<file path="src/rtl/bus_fabric.sv">
// CPU-side interconnect for the picorv32 memory bus: slot decode on mem_addr[31:28],
// per-slot fixed or handshaked completion, watchdog timeout and bus-error capture.
`timescale 1ns/1ps
module bus_fabric #(
    parameter int          NSLV     = 8,
    parameter logic [63:0] LAT      = 64'h1111_1111_1111_1111,
    parameter logic [15:0] EXT_RDY  = 16'h0000,
    parameter int          TIMEOUT  = 255,
    parameter logic [31:0] ERR_DATA = 32'hDEAD_BEEF
) (
    input  logic                 clk24,
    input  logic                 reset,
    input  logic                 mem_valid,
    input  logic [31:0]          mem_addr,
    input  logic [3:0]           mem_wstrb,
    output logic [31:0]          mem_rdata,
    output logic                 mem_ready,
    output logic [NSLV-1:0]      slv_sel,
    input  logic [32*NSLV-1:0]   slv_rdata,
    input  logic [NSLV-1:0]      slv_rdy,
    output logic                 err,
    output logic [31:0]          err_addr,
    output logic [7:0]           err_cnt,
    input  logic                 err_clr
);

    typedef enum logic [1:0] {
        S_IDLE = 2'd0,
        S_WAIT = 2'd1,
        S_DONE = 2'd2
    } state_t;

    state_t      r_state, w_state_next;
    logic [15:0] r_cnt, w_cnt_next;
    logic [3:0]  r_slot, w_slot_next;
    logic [31:0] r_addr, w_addr_next;
    logic        r_err_done, w_err_done_next;
    logic        r_guard, w_guard_next;
    logic        r_err;
    logic [31:0] r_err_addr;
    logic [7:0]  r_err_cnt;
    logic        w_err_event;

    logic [3:0]  w_req_slot;
    logic        w_hit;
    logic [3:0]  w_req_lat, w_cur_lat;
    logic        w_req_ext, w_cur_ext, w_cur_rdy;
    logic [31:0] w_cur_rdata;
    logic        w_unused;

    // Per-slot tables padded to the full 16-slot address space; absent slots read as zero.
    logic [3:0]  w_lat_arr   [16];
    logic        w_ext_arr   [16];
    logic        w_rdy_arr   [16];
    logic [31:0] w_rdata_arr [16];

    for (genvar gi = 0; gi < 16; gi++) begin : g_slot_tab
        assign w_lat_arr[gi] = LAT[4*gi +: 4];
        assign w_ext_arr[gi] = EXT_RDY[gi];
        if (gi < NSLV) begin : g_present
            assign w_rdy_arr[gi]   = slv_rdy[gi];
            assign w_rdata_arr[gi] = slv_rdata[32*gi +: 32];
        end else begin : g_absent
            assign w_rdy_arr[gi]   = 1'b0;
            assign w_rdata_arr[gi] = 32'd0;
        end
    end

    assign w_req_slot  = mem_addr[31:28];
    assign w_hit       = mem_valid & ({1'b0, w_req_slot} < 5'(NSLV));
    assign w_req_lat   = w_lat_arr[w_req_slot];
    assign w_req_ext   = w_ext_arr[w_req_slot];
    assign w_cur_lat   = w_lat_arr[r_slot];
    assign w_cur_ext   = w_ext_arr[r_slot];
    assign w_cur_rdy   = w_rdy_arr[r_slot];
    assign w_cur_rdata = w_rdata_arr[r_slot];
    assign w_unused    = ^mem_wstrb;

    // Select is combinational so synchronous slave memories see the address in cycle 0.
    for (genvar gi = 0; gi < NSLV; gi++) begin : g_sel
        assign slv_sel[gi] = mem_valid & ~reset & (w_req_slot == 4'(gi)) & (r_state != S_DONE);
    end

    always_comb begin
        w_state_next    = r_state;
        w_cnt_next      = r_cnt;
        w_slot_next     = r_slot;
        w_addr_next     = r_addr;
        w_err_done_next = r_err_done;
        w_guard_next    = 1'b0;
        w_err_event     = 1'b0;
        mem_ready       = 1'b0;
        mem_rdata       = 32'd0;
        case (r_state)
            S_IDLE: begin
                if (mem_valid && !r_guard) begin
                    w_slot_next = w_req_slot;
                    w_addr_next = mem_addr;
                    w_cnt_next  = 16'd1;
                    if (!w_hit) begin
                        w_state_next    = S_DONE;
                        w_err_done_next = 1'b1;
                    end else if (!w_req_ext && (w_req_lat <= 4'd1)) begin
                        w_state_next    = S_DONE;
                        w_err_done_next = 1'b0;
                    end else begin
                        w_state_next    = S_WAIT;
                        w_err_done_next = 1'b0;
                    end
                end
            end
            S_WAIT: begin
                w_cnt_next = r_cnt + 16'd1;
                if (!mem_valid) begin
                    // Abandoned request: quietly return without ready or error.
                    w_state_next = S_IDLE;
                    w_cnt_next   = 16'd0;
                end else if (w_cur_ext && w_cur_rdy) begin
                    mem_ready    = 1'b1;
                    mem_rdata    = w_cur_rdata;
                    w_state_next = S_IDLE;
                    w_guard_next = 1'b1;
                    w_cnt_next   = 16'd0;
                end else if (!w_cur_ext && (r_cnt == 16'(w_cur_lat) - 16'd1)) begin
                    w_state_next = S_DONE;
                end else if (r_cnt == 16'(TIMEOUT)) begin
                    w_state_next    = S_DONE;
                    w_err_done_next = 1'b1;
                end
            end
            S_DONE: begin
                mem_ready       = 1'b1;
                mem_rdata       = r_err_done ? ERR_DATA : w_cur_rdata;
                w_err_event     = r_err_done;
                w_state_next    = S_IDLE;
                w_guard_next    = 1'b1;
                w_cnt_next      = 16'd0;
                w_err_done_next = 1'b0;
            end
            default: begin
                w_state_next = S_IDLE;
            end
        endcase
    end

    always_ff @(posedge clk24 or posedge reset) begin
        if (reset) begin
            r_state    <= S_IDLE;
            r_cnt      <= 16'd0;
            r_slot     <= 4'd0;
            r_addr     <= 32'd0;
            r_err_done <= 1'b0;
            r_guard    <= 1'b0;
        end else begin
            r_state    <= w_state_next;
            r_cnt      <= w_cnt_next;
            r_slot     <= w_slot_next;
            r_addr     <= w_addr_next;
            r_err_done <= w_err_done_next;
            r_guard    <= w_guard_next;
        end
    end

    // A simultaneous clear and error restarts capture from the new error.
    always_ff @(posedge clk24 or posedge reset) begin
        if (reset) begin
            r_err      <= 1'b0;
            r_err_addr <= 32'd0;
            r_err_cnt  <= 8'd0;
        end else if (w_err_event) begin
            r_err <= 1'b1;
            if (!r_err || err_clr) begin
                r_err_addr <= r_addr;
            end
            if (err_clr) begin
                r_err_cnt <= 8'd1;
            end else if (r_err_cnt != 8'hFF) begin
                r_err_cnt <= r_err_cnt + 8'd1;
            end
        end else if (err_clr) begin
            r_err      <= 1'b0;
            r_err_addr <= 32'd0;
            r_err_cnt  <= 8'd0;
        end
    end

    assign err      = r_err;
    assign err_addr = r_err_addr;
    assign err_cnt  = r_err_cnt;

endmodule

</file>
<file path="config.mk">
export PLATFORM = sky130hd
export DESIGN_NAME = bus_fabric
export DESIGN_NICKNAME = d
export VERILOG_FILES = /design/src/rtl/bus_fabric.sv
export SDC_FILE = /design/constraint.sdc
export NUM_CORES = 1
export LEC_CHECK = 0
export CORE_AREA = 2 2 152 154
export CTS_BUF_LIST = sky130_fd_sc_hd__clkbuf_8
export DETAILED_ROUTE_END_ITERATION = 16
export DIE_AREA = 0 0 154 156
export PLACE_DENSITY = 0.6
export SLEW_MARGIN = 30
export SYNTH_ARGS = -nofsm -noshare
export SYNTH_HDL_FRONTEND = slang
export SYNTH_SLANG_ARGS = --single-unit
</file>
<file path="constraint.sdc">
create_clock -name clk24 -period 5.12 [get_ports clk24]
set_clock_uncertainty 0.05 [all_clocks]
set_input_delay 0.512 -clock clk24 [delete_from_list [all_inputs] [get_ports clk24]]
set_output_delay 0.512 -clock clk24 [all_outputs]
set_load 0.02 [all_outputs]
</file>
==> summary.txt, run 1 <==
Outcome
  – Outcome: finished, final reports clean

STA
  – Relative slew slack: 0.480
  – Unrepaired setup endpoints after global routing: no
  – Fmax: 282 MHz
  – Final setup viols: 0
  – Final Hold Viols: 0
  – Tmin final: 3.55 ns
  – Slew at the pin closest to its max-slew limit: 0.779 ns
  – Worst setup margin: 1.57 ns
  – Setup_tns: 0 ns
  – Max Slew Vio Count: 0
  – Tcrit/Tclk final: 0.693

Route
  – WL/cell: 21.1 microns
  – Average vias per placed instance: 4.78
  – Post-route ant nets: 0
  – Total Wirelength: 22,500 microns
  – Initial DRC count: 299
  – Routed via count: 5,116
  – Drt drc: 0
  – Length of the first detailed-routing pass in iterations: 4

Floorplan
  – Die area: 24,000 sq um
  – Initial core utilization: 0.232
  – Site Rows: 55
  – Top Ports: 386
  – Die Wd: 154 microns
  – Die Span Y: 156 microns
  – CORE AREA: 22,400 sq um

Worst setup path
  – R2R depth: 4
  – Worst EP arrival: 2.99 ns
  – Critical path class: reg2out
  – CP endpoint kind: output pin
  – Slowest cell delay on critical path: 0.82 ns
  – Critical Path RT: 4.56 ns
  – R2R Path End: err_cnt[3]
  – Slowest stage cell on the critical path: dfrtp_4
  – Worst-path cell chain: buf_4 > mux4_2 > mux2i_1 > nor2_1 > clkdlybuf4s50_1
  – Worst setup endpoint: mem_rdata[29]
  – R2r setup slk: 3.19 ns
  – FF-to-FF Start: r_state[1]
  – CP startpoint: r_slot[0]
  – Crit start category: flop
  – Critical Path Fanout Max: 37

Logic synthesis
  – Top FF cell, synth: dfrtp_1
  – Unique masters post-synth: 40
  – #FFs+latches synth: 76
  – Synthesized area: 5190 sq um
  – Ys async rst share: 1.00
  – Post-synth EDFFs: 0
  – Gate Count Post-Synth: 424
  – Seq/Total Area, Yosys: 0.367
  – Yosys warnings: 0
  – Syn_nets: 729
  – Syn avg cell area: 12.2 sq um

Final layout
  – Ratio of cells with drive above 1 in the final layout: 0.199
  – Fill cell count: 2,140
  – NumNets Final: 1,083
  – Final core occ: 0.419
  – Area growth syn-to-layout: 80.6%

Placement
  – Pre-CTS WS: 1.86 ns
  – Gpl congestion: 0.867
  – PortBufs: 373
  – HPWL after detailed placement: 17,700 microns

Pwr
  – Leak pwr: 3.60 nW
  – Total power: 0.00238 W
  – Maximum vdd drop: 0.147 mV
  – Pwr/cell area: 254 nW/um^2

CTS
  – Clk buf depth: 2
  – Skew-Pair Late Insertion Delay: 0.34 ns
  – Reg clk slew, reported paths: 0.08 ns
  – Post CTS Setup Buffer Count: 0
  – Clock Root Buffer: clkbuf_8
  – CTS tree: yes
  – Cts bufs inserted: 9
  – H-tree levels: 3
  – Sink Count: 76
  – CTS resizes: 0
  – CTS Hold Buffers Added: 0

Global route
  – Vias in the first global route: 5,251
  – First-pass GRT wire length: 32,500 microns
  – Overflow after GRT: 0
  – Largest net degree at the start of global routing: 77
  – Initial antenna violation count: 4
  – GRT Overall Usage: 0.177

Hold path
  – HP Class: reg2reg

Job
  – Count of maximum capacitance violations: 0
[worst min-delay path by stage]
stage	from	slack [ns]	endpoint	cells past startpoint
detailed placement	r_addr[25]	0.42	err_addr[25]	1
CTS	r_addr[22]	0.44	err_addr[22]	1
finish	r_addr[14]	0.44	err_addr[14]	1
global placement	r_addr[15]	0.42	err_addr[15]	1
global route	r_addr[20]	0.45	err_addr[20]	1
floorplan	r_addr[24]	0.41	err_addr[24]	1
[registers in the layout, indices dropped and copies added, names as in the netlist]
signal      count
r_addr         28
r_err_done      1
err_addr       32
r_guard         1
r_state         1
err_cnt         8
err             1
r_slot          4
[kinds of logic (layout without fill, tap and decap cells)]
logic type	count (synthesis)	after routing	share of synthesized area
and+or+nand+nor	77	77	0.0661
xor gates and xnor gates	1	1	0.00169
other	0	2	0
adders and majority gates	1	1	0.00241
buffers and inverters	45	404	0.0564
DFF	76	76	0.367
muxes	131	131	0.369
AOI/OAI and AO/OA	93	93	0.138
[per-stage QoR]
stage | cells | area, sq um | hold slack (ns)
finish | 1070 | 9370 | 0.439
global route | 1068 | 9360 | 0.454
CTS | 1068 | 9360 | 0.442
detailed placement | 1052 | 9150 | 0.423
global placement | 1050 | 9100 | 0.418
floorplan | 424 | 5190 | 0.409
[layout make-up]
| cell class | count | area (sq um) | area share |
|---|---|---|---|
| Clock buffer | 9 | 124 | 0.0132 |
| Clock inverter | 7 | 91.3 | 0.00975 |
| Antenna cell | 2 | 5.00 | 0.000534 |
| Inverter | 3 | 12.5 | 0.00134 |
| Multi-Input combinational cell | 303 | 3010 | 0.321 |
| Sequential cell | 76 | 1910 | 0.204 |
| Timing Repair Buffer | 385 | 3870 | 0.413 |
| Tap cell | 285 | 357 | 0.0381 |
[synth_stat cells, types with 2 or more instances]
| cell type | instances | area [sq um] |
|---|---|---|
| a31oi_1 | 3 | 18.8 |
| buf_1 | 3 | 11.3 |
| or3_1 | 2 | 12.5 |
| buf_6 | 5 | 56.3 |
| and3_1 | 2 | 12.5 |
| and2_1 | 2 | 12.5 |
| inv_1 | 3 | 11.3 |
| buf_2 | 12 | 60.1 |
| o31ai_2 | 2 | 25.0 |
| nand2b_1 | 3 | 18.8 |
| nand3_1 | 3 | 15.0 |
| mux2i_1 | 10 | 100 |
| nor2_1 | 48 | 180 |
| a22o_1 | 32 | 280 |
| dfrtp_1 | 76 | 1900 |
| nor3_1 | 5 | 25.0 |
| nand2_1 | 5 | 18.8 |
| clkbuf_1 | 13 | 48.8 |
| mux2_2 | 80 | 901 |
| mux4_2 | 40 | 901 |
| o22ai_1 | 24 | 150 |
| o31ai_1 | 23 | 173 |
| nand4_1 | 2 | 12.5 |
| buf_4 | 6 | 45.0 |
| buf_12 | 3 | 60.1 |
| nor2b_1 | 3 | 18.8 |
[layer usage]
metal	routed length, microns	track usage	vias to the layer above
li1	-	-	2361
met1	9270	0.228	2485
met2	10900	0.292	231
met3	1990	0.0578	33
met4	367	0.0378	6
met5	38	0	-
[report_power, final]
part           switching, W  leakage [nW]  internal, W  total (W)
Clock              0.000221         0.115     0.000274   0.000494
Combinational      0.000462          2.52     0.000661    0.00112
Sequential        0.0000786         0.974     0.000684   0.000763
[critical path, delay by kind of cell, from the launching register on]
kind,cells,cell delay [ns]
and+or+nand+nor,1,0.07
muxes,2,0.72
DFF,1,0.82
buffers and inverters,2,1.00
[placed cells by master (no fill, tap or decap), types with 4 or more instances in the layout]
cell type	synthesis	final
a22o_1	32	32
clkbuf_8	0	9
o31ai_1	23	23
mux4_2	40	40
o22ai_1	24	24
mux2i_1	10	10
nand2_1	5	4
mux2_2	80	80
nor2_1	48	47
dfrtp_1	76	74
buf_4	6	8
nor3_1	5	5
clkdlybuf4s50_1	0	373
No activity file was read; power rests on OpenSTA's default activity.
==> run 2: changes to the inputs <==
clock period = 3.4 ns   (was 5.12 ns; I/O delays follow)
==> run 2 against run 1 <==
Against the previous run: critical path depth is the same; cell count grew 0.19%; hold slack lost 0.0018 ns; combinational power grew 53%; worst setup slack lost 1.4 ns; sequential share of layout area is essentially flat; sequential cell count is the same; non-clock buffer count grew 2; power grew 51%; highest routed layer unchanged.
==> summary.txt, run 2 (synthesis gave the netlist of run 1 again) <==
CTS
  – CTS tree: yes
  – Post CTS Setup Buffer Count: 0
  – Skew-Pair Late Insertion Delay: 0.35 ns
  – CTS resizes: 0
  – CTS Hold Buffers Added: 0
  – H-tree levels: 3
  – Clock Root Buffer: clkbuf_8
  – Sink Count: 76
  – Reg clk slew, reported paths: 0.08 ns
  – Cts bufs inserted: 9
  – Clk buf depth: 2

Pwr
  – Maximum vdd drop: 0.231 mV
  – Pwr/cell area: 384 nW/um^2
  – Leak pwr: 3.61 nW

STA
  – Max Slew Vio Count: 0
  – Slew at the pin closest to its max-slew limit: 0.750 ns
  – Final Hold Viols: 0
  – Setup_tns: 0 ns
  – Relative slew slack: 0.500
  – Tcrit/Tclk final: 0.944
  – Worst setup margin: 0.190 ns
  – Fmax: 312 MHz
  – Final setup viols: 0
  – Unrepaired setup endpoints after global routing: no
  – Tmin final: 3.21 ns

Floorplan
  – Site Rows: 55
  – CORE AREA: 22,400 sq um
  – Die Wd: 154 microns
  – Top Ports: 386
  – Die area: 24,000 sq um
  – Die Span Y: 156 microns
  – Initial core utilization: 0.232

Worst setup path
  – R2R Path End: err_cnt[3]
  – Critical Path RT: 3.01 ns
  – Worst EP arrival: 2.82 ns
  – Critical path class: reg2out
  – Largest delay share family, worst path: buffers and inverters
  – R2R depth: 4
  – Slowest cell delay on critical path: 0.75 ns
  – Slowest stage cell on the critical path: dfrtp_4
  – Worst-path cell chain: buf_4 > mux2_2 > o22ai_1 > o31ai_1 > clkdlybuf4s50_1
  – Critical Path Fanout Max: 31
  – Crit start category: flop
  – CP startpoint: r_slot[0]
  – Worst setup endpoint: mem_rdata[11]
  – CP endpoint kind: output pin
  – FF-to-FF Start: r_state[1]
  – CP Depth: 5
  – R2r setup slk: 1.55 ns
  – CP Buf/Inv Count: 2

Final layout
  – Commonest non-fill, non-tap cell in the layout: clkdlybuf4s50_1
  – NumNets Final: 1,085
  – Commonest cells after routing, fill and taps aside: clkdlybuf4s50_1, mux2_2, dfrtp_1
  – Area growth syn-to-layout: 80.8%
  – Max reg flops: 32
  – Final core occ: 0.419
  – Ratio of cells with drive above 1 in the final layout: 0.199

Outcome
  – Outcome: finished, final reports clean

Global route
  – Largest net degree at the start of global routing: 77
  – Vias in the first global route: 5,180
  – Initial antenna violation count: 2
  – Overflow after GRT: 0
  – GRT Overall Usage: 0.177
  – First-pass GRT wire length: 32,100 microns

Route
  – Average vias per placed instance: 4.74
  – Length of the first detailed-routing pass in iterations: 4
  – Total Wirelength: 22,500 microns
  – Initial DRC count: 256
  – Drt drc: 0
  – WL/cell: 21.0 microns
  – Post-route ant nets: 0
  – Routed via count: 5,082

Placement
  – Pre-CTS WS: 0.547 ns
  – Gpl congestion: 0.856
  – HPWL after detailed placement: 17,800 microns
  – PortBufs: 373

Hold path
  – HP Class: reg2reg

Job
  – Count of maximum capacitance violations: 0
[run 2: cell type report]
class	instances	area (sq um)
Clock inverter	6	80.1
Timing Repair Buffer	387	3880
Multi-Input combinational cell	303	3000
Clock buffer	10	138
Tap cell	285	357
Antenna cell	2	5.00
Fill cell	2152	13000
Inverter	3	12.5
Sequential cell	76	1910
[run 2: worst min-delay path by stage]
stage | start | endpoint | slack [ns] | depth (start not counted)
after CTS | r_addr[22] | err_addr[22] | 0.44 | 1
after global routing | r_addr[26] | err_addr[26] | 0.46 | 1
after floorplan | r_addr[24] | err_addr[24] | 0.41 | 1
after global placement | r_addr[16] | err_addr[16] | 0.42 | 1
final | r_addr[15] | err_addr[15] | 0.44 | 1
after detailed placement | r_addr[19] | err_addr[19] | 0.43 | 1
[run 2: per-stage QoR]
stage | cells | power [W] | hold slack, ns | instance area (sq um)
after floorplan | 424 | 0.00217 | 0.409 | 5190
after global placement | 1054 | 0.00287 | 0.418 | 9160
after detailed placement | 1054 | 0.00288 | 0.425 | 9160
after CTS | 1070 | 0.00366 | 0.442 | 9380
after global routing | 1070 | 0.00381 | 0.457 | 9380
final | 1072 | 0.00361 | 0.437 | 9380
[run 2: routing by layer]
layer / part of all wire / track usage / vias to the layer above
li1: - / - / 2367
met1: 0.42 / 0.230 / 2457
met2: 0.48 / 0.291 / 220
met3: 0.078 / 0.0511 / 34
met4: 0.018 / 0.0423 / 4
met5: 0.00098 / 0 / -
[run 2: power breakdown]
group          total, W  switching (W)  internal (W)
clock          0.000757       0.000329      0.000427
combinational   0.00171       0.000698       0.00101
sequential      0.00114       0.000112       0.00103
total           0.00361        0.00114       0.00246
==> run 3: changes to the inputs <==
GPL_TIMING_DRIVEN = 0   (was not set)
==> run 3 against run 2 <==
Against the previous run: clock-buffer cell count unchanged; power increased by 0.87%; critical path type unchanged; global-route usage grew 1.6 points; hold slack lost 0.20 ns; highest routed layer unchanged.
==> summary.txt, run 3 (synthesis gave the netlist of run 1 again) <==
Job
  – Count of maximum capacitance violations: 0

CTS
  – CTS tree: yes
  – Skew-Pair Late Insertion Delay: 0.35 ns
  – CTS Hold Buffers Added: 0
  – Cts bufs inserted: 9
  – Sink Count: 76
  – Clk buf depth: 2
  – CTS resizes: 0
  – Post CTS Setup Buffer Count: 0
  – Clock Root Buffer: clkbuf_8
  – Reg clk slew, reported paths: 0.08 ns
  – H-tree levels: 3

Worst setup path
  – Slowest stage cell on the critical path: clkdlybuf4s50_1
  – Critical path class: reg2out
  – Critical Path Fanout Max: 10
  – Worst-path cell chain: buf_2 > nand2_1 > clkbuf_1 > o22ai_1 > o31ai_1 > clkdlybuf4s50_1
  – CP endpoint kind: output pin
  – Crit start category: flop
  – Critical Path RT: 3.01 ns
  – Worst EP arrival: 2.81 ns
  – Slowest cell delay on critical path: 0.69 ns

STA
  – Fmax: 313 MHz
  – Tmin final: 3.20 ns
  – Unrepaired setup endpoints after global routing: no
  – Tcrit/Tclk final: 0.940
  – Setup_tns: 0 ns
  – Worst setup margin: 0.203 ns
  – Relative slew slack: 0.437
  – Worst Hold Slack: 0.238 ns
  – Final Hold Viols: 0
  – Final setup viols: 0
  – Max Slew Vio Count: 0
  – Slew at the pin closest to its max-slew limit: 0.844 ns

Placement
  – Gpl congestion: 0.863
  – Pre-CTS WS: 0.561 ns
  – HPWL after detailed placement: 19,700 microns
  – PortBufs: 372
  – Dpl cells: 1,082

Floorplan
  – Die area: 24,000 sq um
  – CORE AREA: 22,400 sq um
  – Initial core utilization: 0.232
  – Top Ports: 386
  – Die Span Y: 156 microns
  – Site Rows: 55
  – Die Wd: 154 microns

Global route
  – GRT Overall Usage: 0.192
  – Initial antenna violation count: 3
  – Largest net degree at the start of global routing: 49
  – First-pass GRT wire length: 34,700 microns
  – Vias in the first global route: 5,419
  – Overflow after GRT: 0

Final layout
  – Ratio of cells with drive above 1 in the final layout: 0.203
  – Commonest non-fill, non-tap cell in the layout: clkdlybuf4s50_1
  – Layout Cells excl Fill: 1,097
  – Max reg flops: 32
  – NumNets Final: 1,113
  – Area growth syn-to-layout: 83.0%
  – Fill cell count: 2,168
  – Antenna cell count: 0
  – Storage cell area: 1900 sq um
  – Commonest cells after routing, fill and taps aside: clkdlybuf4s50_1, mux2_2, dfrtp_1
  – Multi-input gate area: 2990 sq um

Outcome
  – Outcome: finished, final reports clean

Route
  – Post-route ant nets: 0
  – Drt drc: 0
  – Initial DRC count: 230
  – Average vias per placed instance: 4.77
  – Total Wirelength: 24,100 microns
  – Length of the first detailed-routing pass in iterations: 4
  – Routed via count: 5,234
  – WL/cell: 22.0 microns

Pwr
  – Maximum vdd drop: 0.270 mV
  – Pwr/cell area: 383 nW/um^2
  – Leak pwr: 3.67 nW
  – Total power: 0.00364 W

Hold path
  – HP Class: in2reg
==> run 3: area by class of cell <==
class,instances,area share
Inverter,3,0.00171
Multi-Input combinational cell,303,0.315
Tap cell,285,0.0376
Timing Repair Buffer,373,0.395
Clock buffer,10,0.0145
Sequential cell,76,0.200
Clock inverter,5,0.00567
Buffer,42,0.0297
==> run 3: metrics by stage <==
stage / instance area, sq um / util
final: 9490 / 0.424
after CTS: 9490 / 0.424
after global routing: 9490 / 0.424
after floorplan: 5190 / -
after detailed placement: 9300 / 0.416
after global placement: 9270 / 0.414
==> run 3: final timing paths <==
path                       startpoint  slack [ns]             to  cells after the start
max in group asynchronous       reset        2.46    err_addr[9]                      3
setup reg to reg           r_state[1]        1.58   err_addr[19]                      5
setup / recovery            r_slot[2]        0.20  mem_rdata[23]                      6
hold reg to reg            r_addr[13]        0.43   err_addr[13]                      1
hold / removal                err_clr        0.24     err_cnt[4]                      2
min in group asynchronous       reset        0.30      r_slot[0]                      2
==> run 3: per-layer routing <==
metal	vias up	wire length (microns)	track usage	share of wire
li1	2428	-	-	-
met1	2566	10400	0.252	0.43
met2	218	11500	0.315	0.48
met3	16	2010	0.0658	0.083
met4	6	201	0.0280	0.0083
met5	-	30	0	0.0012
==> run 3: worst max-delay path: cells and delay by family, from the launching register on <==
family	cells	cell delay, ns
compound gates	2	0.57
buf+inv	3	1.30
flops	1	0.36
simple gates	1	0.23
==> run 3: report_power, final <==
part | leakage, nW | internal [W] | switching (W) | total (W)
combinational | 2.60 | 0.00105 | 0.000800 | 0.00185
clock | 0.0956 | 0.000351 | 0.000333 | 0.000685
sequential | 0.976 | 0.00103 | 0.0000712 | 0.00110
